<file path="src/rtl/sign_inverter_sched.sv">
// Round-robin scheduler sharing one registered sign_inverter among NUM_REQ
// requesters. An operand is accepted over req_valid/req_ready and driven on
// inv_a. The negated value is then captured from inv_b and returned with its
// requester id over res_valid/res_ready.
//
// Ports:
//   clk, rst          clock, synchronous active-high reset
//   req_valid/_data   per-requester operands (requester i at [i*WIDTH +: WIDTH])
//   req_ready         one-hot accept strobe (combinational, IDLE only)
//   inv_a / inv_b     to / from the shared sign_inverter (1-cycle latency)
//   res_*             result handshake: data, id, overflow flag
//   busy              high whenever the scheduler is not idle
//   op_count          completed operations, wraps at 16 bits
`timescale 1ns/1ps
module sign_inverter_sched #(
    parameter int unsigned WIDTH   = 8,
    parameter int unsigned NUM_REQ = 4,
    parameter int unsigned ID_W    = 2
) (
    input  logic                     clk,
    input  logic                     rst,
    input  logic [NUM_REQ-1:0]       req_valid,
    input  logic [NUM_REQ*WIDTH-1:0] req_data,
    output logic [NUM_REQ-1:0]       req_ready,
    output logic [WIDTH-1:0]         inv_a,
    input  logic [WIDTH-1:0]         inv_b,
    output logic                     res_valid,
    output logic [WIDTH-1:0]         res_data,
    output logic [ID_W-1:0]          res_id,
    output logic                     res_ovf,
    input  logic                     res_ready,
    output logic                     busy,
    output logic [15:0]              op_count
);

    localparam int unsigned CNT_W = 16;
    localparam logic [WIDTH-1:0] MIN_NEG = {1'b1, {(WIDTH-1){1'b0}}};

    typedef enum logic [1:0] {
        IDLE = 2'd0,
        WAIT = 2'd1,
        CAPT = 2'd2,
        HOLD = 2'd3
    } state_t;

    state_t            state_q;
    state_t            state_d;
    logic [ID_W-1:0]   last_grant;
    logic [ID_W-1:0]   id_q;
    logic              ovf_q;

    logic              grant_found;
    logic [ID_W-1:0]   grant_idx;
    logic [WIDTH-1:0]  grant_data;
    int unsigned       cand;

    // Round-robin search starting just after the last granted requester.
    always_comb begin
        grant_found = 1'b0;
        grant_idx   = '0;
        cand        = 0;
        for (int unsigned off = 1; off <= NUM_REQ; off++) begin
            cand = (32'(last_grant) + off) % NUM_REQ;
            if (!grant_found && req_valid[ID_W'(cand)]) begin
                grant_found = 1'b1;
                grant_idx   = ID_W'(cand);
            end
        end
    end

    assign grant_data = req_data[32'(grant_idx)*WIDTH +: WIDTH];

    // Accept strobe: only the granted requester, only while idle.
    always_comb begin
        req_ready = '0;
        if (state_q == IDLE && grant_found) begin
            req_ready[grant_idx] = 1'b1;
        end
    end

    // Next-state logic.
    always_comb begin
        state_d = state_q;
        case (state_q)
            IDLE: if (grant_found) state_d = WAIT;
            WAIT: state_d = CAPT;
            CAPT: state_d = HOLD;
            HOLD: if (res_ready) state_d = IDLE;
            default: state_d = IDLE;
        endcase
    end

    // State register and registered datapath/outputs.
    always_ff @(posedge clk) begin
        if (rst) begin
            state_q    <= IDLE;
            busy       <= 1'b0;
            last_grant <= ID_W'(NUM_REQ - 1);
            id_q       <= '0;
            ovf_q      <= 1'b0;
            inv_a      <= '0;
            res_valid  <= 1'b0;
            res_data   <= '0;
            res_id     <= '0;
            res_ovf    <= 1'b0;
            op_count   <= '0;
        end else begin
            state_q <= state_d;
            busy    <= (state_d != IDLE);
            case (state_q)
                IDLE: begin
                    if (grant_found) begin
                        inv_a      <= grant_data;
                        id_q       <= grant_idx;
                        ovf_q      <= (grant_data == MIN_NEG);
                        last_grant <= grant_idx;
                    end
                end
                CAPT: begin
                    // inv_b now reflects the operand sampled during WAIT.
                    res_data  <= inv_b;
                    res_id    <= id_q;
                    res_ovf   <= ovf_q;
                    res_valid <= 1'b1;
                end
                HOLD: begin
                    if (res_ready) begin
                        res_valid <= 1'b0;
                        op_count  <= op_count + CNT_W'(1);
                    end
                end
                default: ;
            endcase
        end
    end

endmodule
</file>
<file path="config.mk">
export PLATFORM = sky130hd
export DESIGN_NAME = sign_inverter_sched
export DESIGN_NICKNAME = d
export VERILOG_FILES = /design/src/rtl/sign_inverter_sched.sv
export SDC_FILE = /design/constraint.sdc
export NUM_CORES = 1
export LEC_CHECK = 0
export CAP_MARGIN = 20
export CORE_MARGIN = 1.5
export CORE_UTILIZATION = 42
export CTS_CLUSTER_SIZE = 14
export DETAILED_ROUTE_END_ITERATION = 16
export PLACE_DENSITY = 0.87
export SLEW_MARGIN = 10
export SYNTH_ARGS = -nofsm -noshare
export SYNTH_HDL_FRONTEND = slang
export SYNTH_SLANG_ARGS = --single-unit
</file>
<file path="constraint.sdc">
create_clock -name clk -period 3 [get_ports clk]
set_clock_uncertainty 0.05 [all_clocks]
set_input_delay 0.6 -clock clk [delete_from_list [all_inputs] [get_ports clk]]
set_output_delay 0.6 -clock clk [all_outputs]
set_load 0.1 [all_outputs]
</file>
# [Word-level counts from Yosys, hierarchy flattened]
# Cells that the tools add are included.
[op_classes] add_sub_neg=5 magnitude_cmp=6 eq_ne=5 n_shift=1 n_mux=24 n_reduce_logical=14
[op_table] operator="$shiftx 32x6->8" n=1
[op_table] operator="$add 16x1->16 const B" n=1
[op_table] operator="$lt 2x3->1 const B" n=5
[op_table] operator="$mux 2" n=6
[op_table] operator="$mux 1" n=10
[op_table] operator="$bmux 1 s2" n=4
[op_table] operator="$eq 8x8->1 const B" n=1
[op_table] operator="$pmux 2 s4" n=1
[op_table] operator="$reduce_and 2->1" n=3
[op_table] operator="$logic_and 1x1->1" n=5
[op_table] operator="$add 2x1->2 const B" n=2
[op_table] operator="$add 2x2->2 const B" n=2
[op_table] operator="$eq 2x2->1 const B" n=2
[op_table] operator="$mux 4" n=1
[op_table] operator="$reduce_bool 2->1" n=2
[op_table] operator="$logic_not 1->1" n=3
[op_table] operator="$demux 1 s2" n=1
[op_table] operator="$eq 2x1->1 const B" n=1
[op_table] operator="$ge 2x1->1 const B" n=1
[op_table] operator="$logic_not 2->1" n=1
[op_table] operator="$ne 2x2->1 const B" n=1
[op_table] operator="$pmux 1 s2" n=1
[word_totals] register_bits=44 inputBits=47 out_inout_bits=41 word_cells=66

# [Logic depth before layout (Yosys ltp)]
# Gate-level depths: netlist of the first run.
[depth] depth_word=18 mapped_depth=10 mapped_depth_nobuf=7

# [Worst setup path after synthesis of the first run]
# OpenSTA, ideal clock, no wires.
[synth_path] kind="input -> output" from="in req_valid[1]" to="out req_ready[2]" arrival_ns=3.519 required_time_ns=2.350 path_slack_ns=-1.169 cell_stages=6 path_buffers=2 path_cell_list="nor2_4 > o22ai_2 > or3_1 > buf_6 > buf_8 > nor3_1"
[synth_between] elab_chain_len=17 word_cells_on_any_way=29 cone_classes="order compare: 2; mux: 19; reduce/logical: 8"
[synth_rtl] element="start: declaration" line_no="22" text="input logic [NUM_REQ-1:0] req_valid,"
[synth_rtl] element="$bmux 1 s2" line_no="64" text="if (!grant_found && req_valid[ID_W'(cand)]) begin"
[synth_rtl] element="$mux 1 (implied by the code)" line_no="64"
[synth_rtl] element="$mux 1" line_no="64"
[synth_rtl] element="$logic_not 1->1" line_no="64"
[synth_rtl] element="$logic_and 1x1->1" line_no="64"
[synth_rtl] element="$mux 1" line_no="64"
[synth_rtl] element="$logic_not 1->1" line_no="64"
[synth_rtl] element="$logic_and 1x1->1" line_no="64"
[synth_rtl] element="$mux 1" line_no="64"
[synth_rtl] element="$logic_not 1->1" line_no="64"
[synth_rtl] element="$logic_and 1x1->1" line_no="64"
[synth_rtl] element="$mux 2" line_no="64"
[synth_rtl] element="$lt 2x3->1 (implied by the code) or $ge 2x1->1 (tied branches)" line_no="77" text="req_ready[grant_idx] = 1'b1;"
[synth_rtl] element="$logic_and 1x1->1 (implied by the code)" line_no="77"
[synth_rtl] element="$mux 1 (implied by the code)" line_no="77"
[synth_rtl] element="$demux 1 s2" line_no="77"
[synth_rtl] element="$mux 4 (*)" line_no="76" text="if (state_q == IDLE && grant_found) begin"
[synth_rtl] element="end: declaration" line_no="24" text="output logic [NUM_REQ-1:0] req_ready,"
# Mark *: on every way between the ends. The rest lies on a longest branch, timed or not. The select of a mux whose other input is x is not followed.

# [Final worst setup path of the first run]
[layout_path] from="in req_valid[2]" to="out req_ready[2]"
# The elaborated chain is that of the path after synthesis.

==> impl_results.md, run 1 <==
- Minimum clock period: ~2.8 ns
- DRT iter0 DRCs: approximately 110
- Post-route setup TNS: 0 ns
- Die Ht: 73.2 µm
- DR vias: 2108
- Tcrit/Tclk final: 0.950
- Worst Hold Class: flop to flop
- CP bufs+invs: 3
- Main flop type after synthesis: dfxtp_1
- Nets: 403
- Synth warn: 0
- CP max FO: 11
- Internal: 1.10 mW
- Initial antenna violation count: 0
- Synth Net Count: 307
- Hold Slack: 0.404 ns
- Hold Vio Cnt, Final: 0
- HPWL after DPL: 4000 µm
- Post-synth EDFFs: 0
- Max rail drop VDD: 0.404 mV
- Worst reg2reg startpoint: last_grant[1]
- Share of async-settable or async-resettable flops after synthesis: 0
- Placed Instance Area: between 0.002 and 0.003 mm²
- First-pass DRT Iterations: 4
- Drt drc: 0
- Status: finished, final reports clean
- Synthesis-to-finish area growth: 52.8%
- DRT Wirelength: between 5000 and 6000 µm
- CP Capture Type: output pin
- Net Sw Power: between 0.6 and 0.7 mW
- Port Buffer Count: 87
- Top cell type's share of synthesized area: 0.426
- CP delay by family, top: buffers and inverters
- RSZ-0062 raised after global routing: no
- Max Cap Viol: 0
- Pre-CTS setup slack: -0.182 ns
- Max Slew Vio Count: 0
- Largest net degree at the start of global routing: 20
- Final Cell Area: 0.00316 mm²
- Sequential area share after synthesis: 0.426
- Mapped Cells: 259
- Vias in the first global route: 1988
- Commonest cells post-synth: nand2_1, dfxtp_1, a21oi_1
- Synthesized flop and latch total: 44
- Clk root buf: clkbuf_8
- Worst-Skew Late Latency: 0.31 ns
- Fin worst setup slack: around 0.15 ns
- Util after Layout: 0.669
- Total track usage: 0.203
- CP arrival: about 2.2 ns
- Wire per inst: 12.9 µm
- CP required: ~2.4 ns
- X dimension of the die: approximately 73 µm
- H-Tree Depth: 2
- Power per Cell Area: 552 mW/mm²
- CTS Hold Bufs: 0
- Sw frac: 0.369
- Library cells used by synthesis: 40
- Count leader, synth: nand2_1
- Max_slew headroom: 0.448
- Worst setup path category: input port to output pin
- Worst Tran Pin Value: 0.826 ns
- Die Footprint: around 0.0054 mm²
- RD Place Congestion: 0.782
- Slowest stage delay, CP: 0.49 ns
- CTS clk-pin slew, worst paths: around 0.080 ns
- Leakage: 1.36 nW
- Mapped cell area: about 0.0021 mm²
- Crit-path cells: clkdlybuf4s50_1, nand2b_1, a21boi_1, o21ai_4, buf_4, nor3_4, buf_12
- Crit. Startpoint: req_valid[2]
- Hold_sp: id_q[1]
- Most area-hungry cell type in the Yosys netlist: dfxtp_1
- Vias per cell: roughly 5.0
- Diodes inserted: 0
- Top cells by area, synth: dfxtp_1, nand2_1, a21oi_1
- Initial core utilization: 0.438
- CTS tree: done
- Layout cells sized above 1: 0.222
- I/O pins: 88
- First-pass GRT wire length: around 8500 µm
- Max Fclk: 351 MHz
- Worst Setup Start Kind: input port
- Finish-stage setup viols: 0
- Clk buf depth: 2
- GRT overflow: 0
- Combinational share of power: 0.372
- CTS buffer count: 5
- Clock power frac: 0.258
- Slowest CP cell: clkdlybuf4s50_1
- Core area: 0.00472 mm²
- Post-route ant nets: 0
- Syn avg cell area: between 7 and 8 µm²
- Num rows: 25
- Clk sinks: 44
- Sequential power share: 0.370
-- worst register-to-register path, cell delays in order (launching register included) --
cell and delay, ns:
dfxtp_1 0.49, mux2i_1 0.23, o22a_1 0.20, o21ai_4 0.11, buf_4 0.19, a21oi_1 0.15, a32oi_1 0.09, or4_1 0.55
o41ai_2 0.27
-- registers in the layout (all words and copies together), names as in the netlist --
signal and flops:
op_count 16, inv_a 8, busy 1, res_id 2
ovf_q 1, id_q 2, res_data 8, last_grant 2
res_ovf 1, res_valid 1, state_q 2
-- worst paths after layout --
check | end | slack, ns | cells past startpoint
setup / recovery | req_ready[2] | 0.15 | 7
hold / removal | res_id[1] | 0.40 | 2
setup reg to reg | ovf_q | 0.59 | 8
hold reg to reg | res_id[1] | 0.40 | 2
-- placed cells by master, fill, tap and decap left out, types with 6 or more instances in the layout --
cell type	n
dfxtp_1	44
clkdlybuf4s50_1	43
and3_1	6
nand2_1	73
nor2_1	24
a32oi_1	8
xor2_1	11
buf_4	56
a21oi_1	31
-- layer usage --
layer | GRT usage | part of all wire | vias to the layer above
li1 | - | - | 1062
met1 | 0.224 | 0.39 | 981
met2 | 0.372 | 0.54 | 56
met3 | 0.0594 | 0.058 | 9
met4 | 0.0650 | 0.011 | 0
met5 | 0 | 0 | -
-- repair_timing --
item                       in CTS  in global routing
pin swaps                       0                  1
buffers inserted                0                  5
gates resized for setup         2                  5
setup endpoints to repair       4                  4
-- power by group through the flow --
stage	Clock [mW]	Sequential (mW)	Combinational, mW
CTS	0.453	0.644	0.634
detailed placement	0	0.658	0.629
floorplan	0	0.838	0.256
global placement	0	0.657	0.621
global route	0.481	0.649	0.689
finish	0.450	0.644	0.649
-- per-stage QoR --
stage,power (mW),std cells
6_report,1.74,423
5_1_grt,1.82,423
4_1_cts,1.73,418
3_5_place_dp,1.29,410
3_3_place_gp,1.28,410
2_1_floorplan,1.09,259
-- cells by family after synthesis --
group	after synthesis	share of synthesized area
and+or+nand+nor	130	0.283
adders and majority gates	1	0.00605
muxes	2	0.00969
DFF	44	0.426
xor gates and xnor gates	15	0.0636
AOI/OAI and AO/OA	48	0.150
buffers and inverters	19	0.0617
-- area by class of cell --
class	count	area, µm²
timing repair buffer	107	988
sequential	44	881
inverter	1	3.75
clock buffer	6	72.6
multi-input combinational	196	1090
tap	67	83.8
clock inverter	2	35.0
fill	393	1570
Note: power is estimated with default switching activity, not from simulation.
==> inputs of run 2 (changes only) <==
PLACE_DENSITY = default   (was 0.87)
PLACE_DENSITY_LB_ADDON = 0.15   (was default)
SLEW_MARGIN = default   (was 10)
clock period = 2.68 ns   (was 3 ns; I/O delays follow)
==> impl_results.md, run 2 (synthesis gave the netlist of run 1 again) <==
- Status: finished, final reports clean
- Most frequent cells in the layout: nand2_1, buf_4, dfxtp_1
- CTS clk-pin slew, worst paths: 0.08 ns
- GR peak layer: met2
- Clk sinks: 44
- CP arrival: 2.00 ns
- Crit. Startpoint: req_valid[0]
- Layout cells sized above 1: 0.235
- Max Slew Vio Count: 0
- Drt drc: 0
- M3 GR Usage: 0.0470
- Max_slew headroom: 0.453
- Fin worst setup slack: 0.0938 ns
- Crit-path cells: dlygate4sd2_1, nor2_4, o22ai_2, or3_4, buf_12, nor3_4, buf_12
- Synthesis-to-finish area growth: 52.7%
- Sw frac: 0.377
- Design Power: approximately 1.8 mW
- Clk root buf: clkbuf_8
- Commonest non-fill, non-tap cell in the layout: nand2_1
- Largest regs: op_count x16, inv_a x8, res_data x8
- Vias in the first global route: 1918
- Nets: 406
- First-pass DRT Iterations: 4
- CTS buffer count: 5
- Worst setup path category: input port to output pin
- Total track usage: 0.199
- RSZ-0062 raised after global routing: no
- Slowest stage delay, CP: about 0.4 ns
- CP delay by family, top: simple AND/OR/NAND/NOR gates
- CP bufs+invs: 3
- Worst Hold Class: flop to flop
- Combinational share of power: 0.401
- DRT iter0 DRCs: 96
- Largest Register: op_count
- Power per Cell Area: 583 mW/mm²
- Slowest CP cell: or3_4
- Vias per cell: between 4 and 5
- Most common cell on crit path: buf_12
- Num rows: 25
- Largest net degree at the start of global routing: 30
- Levels on crit path: 7
- Minimum clock period: 2.59 ns
- Finish-stage setup viols: 0
- HPWL after DPL: 3870 µm
- X dimension of the die: 73.2 µm
- Max rail drop VDD: 0.338 mV
- Worst Tran Pin Value: between 0.8 and 0.9 ns
- DR vias: 2054
- Max Fclk: between 300 and 400 MHz
- Initial core utilization: 0.438
- Port Buffer Count: 87
- CP max FO: 19
- H-Tree Depth: 2
- Die Ht: 73.2 µm
- Worst-Skew Late Latency: 0.29 ns
- Worst Reg-to-Reg Cells: 8
- Wire per inst: 11.8 µm
- Die Footprint: about 0.0054 mm²
- Leakage: 1.34 nW
- Util after Layout: 0.668
- Tcrit/Tclk final: 0.965
- Met2 Use GR: 0.364
- RD Place Congestion: around 0.76
- Pre-CTS setup slack: -0.420 ns
- First-pass GRT wire length: 8220 µm
- Initial antenna violation count: 0
- Worst reg2reg startpoint: last_grant[1]
- Hold Slack: 0.405 ns
- Max reg flops: 16
- Met1 usage: 0.220
- Core area: 0.00472 mm²
- Max Cap Viol: 0
- Worst Setup Start Kind: input port
- Clk buf depth: 2
- CTS tree: done
- CP Capture Type: output pin
- Hold Vio Cnt, Final: 0
- Sequential power share: 0.392
- Diodes inserted: 0
- Hold_sp: id_q[0]
- CP required: 2.09 ns
- I/O pins: 88
- Clock power frac: 0.208
- GRT overflow: 0
- Net Sw Power: 0.693 mW
- Hold path depth: 2
- Internal: 1.15 mW
- DRT Wirelength: 5000 µm
- Post-route ant nets: 0
-- run 2: worst reg2reg max path, cell delays in order (launching register included) --
cell     delay (ns)
dfxtp_1        0.45
mux2i_1        0.21
o22a_1         0.20
o21ai_4        0.09
buf_4          0.19
a21oi_1        0.17
a32oi_1        0.09
or4_1          0.53
o41ai_2        0.27
-- run 2: power by group through the flow --
stage	registers, mW	clock network (mW)	logic [mW]
4_1_cts	0.721	0.395	0.743
2_1_floorplan	0.938	0	0.286
6_report	0.721	0.382	0.737
3_5_place_dp	0.736	0	0.734
5_1_grt	0.727	0.421	0.787
3_3_place_gp	0.735	0	0.729
-- run 2: path summary, 6_finish.rpt --
| kind | endpoint | slack, ns |
|---|---|---|
| max | req_ready[2] | 0.09 |
| min | res_id[0] | 0.40 |
| max reg2reg | ovf_q | 0.36 |
| min reg2reg | res_id[0] | 0.40 |
-- run 2: layout make-up --
class                   count  area, µm²
multi-input cells         196       1100
clock buffers               6       72.6
fillers                   435       1570
inverters                   1       3.75
well taps                  67       83.8
clock inverters             1       5.00
flip-flops and latches     44        881
repair buffers            110       1010
-- run 2: per-layer routing --
metal,part of all wire,up-vias
met1,0.42,927
met4,0.019,0
met2,0.52,49
li1,-,1067
met5,0,-
met3,0.045,11
-- run 2: stage by stage --
stage / cells / setup TNS (ns) / cell area, µm²
after floorplan: 259 / -0.0887 / 2090
after CTS: 425 / 0 / 3150
after global placement: 417 / -1.48 / 3060
after global routing: 425 / 0 / 3160
final: 425 / 0 / 3160
after detailed placement: 417 / -1.77 / 3060
-- run 2: what timing repair did --
item,in CTS,in global routing
pin swaps,2,1
buffers inserted,1,0
hold buffers,0,0
gates resized for setup,8,3
endpoints found under the setup margin,5,2
endpoints found under the hold margin,0,0
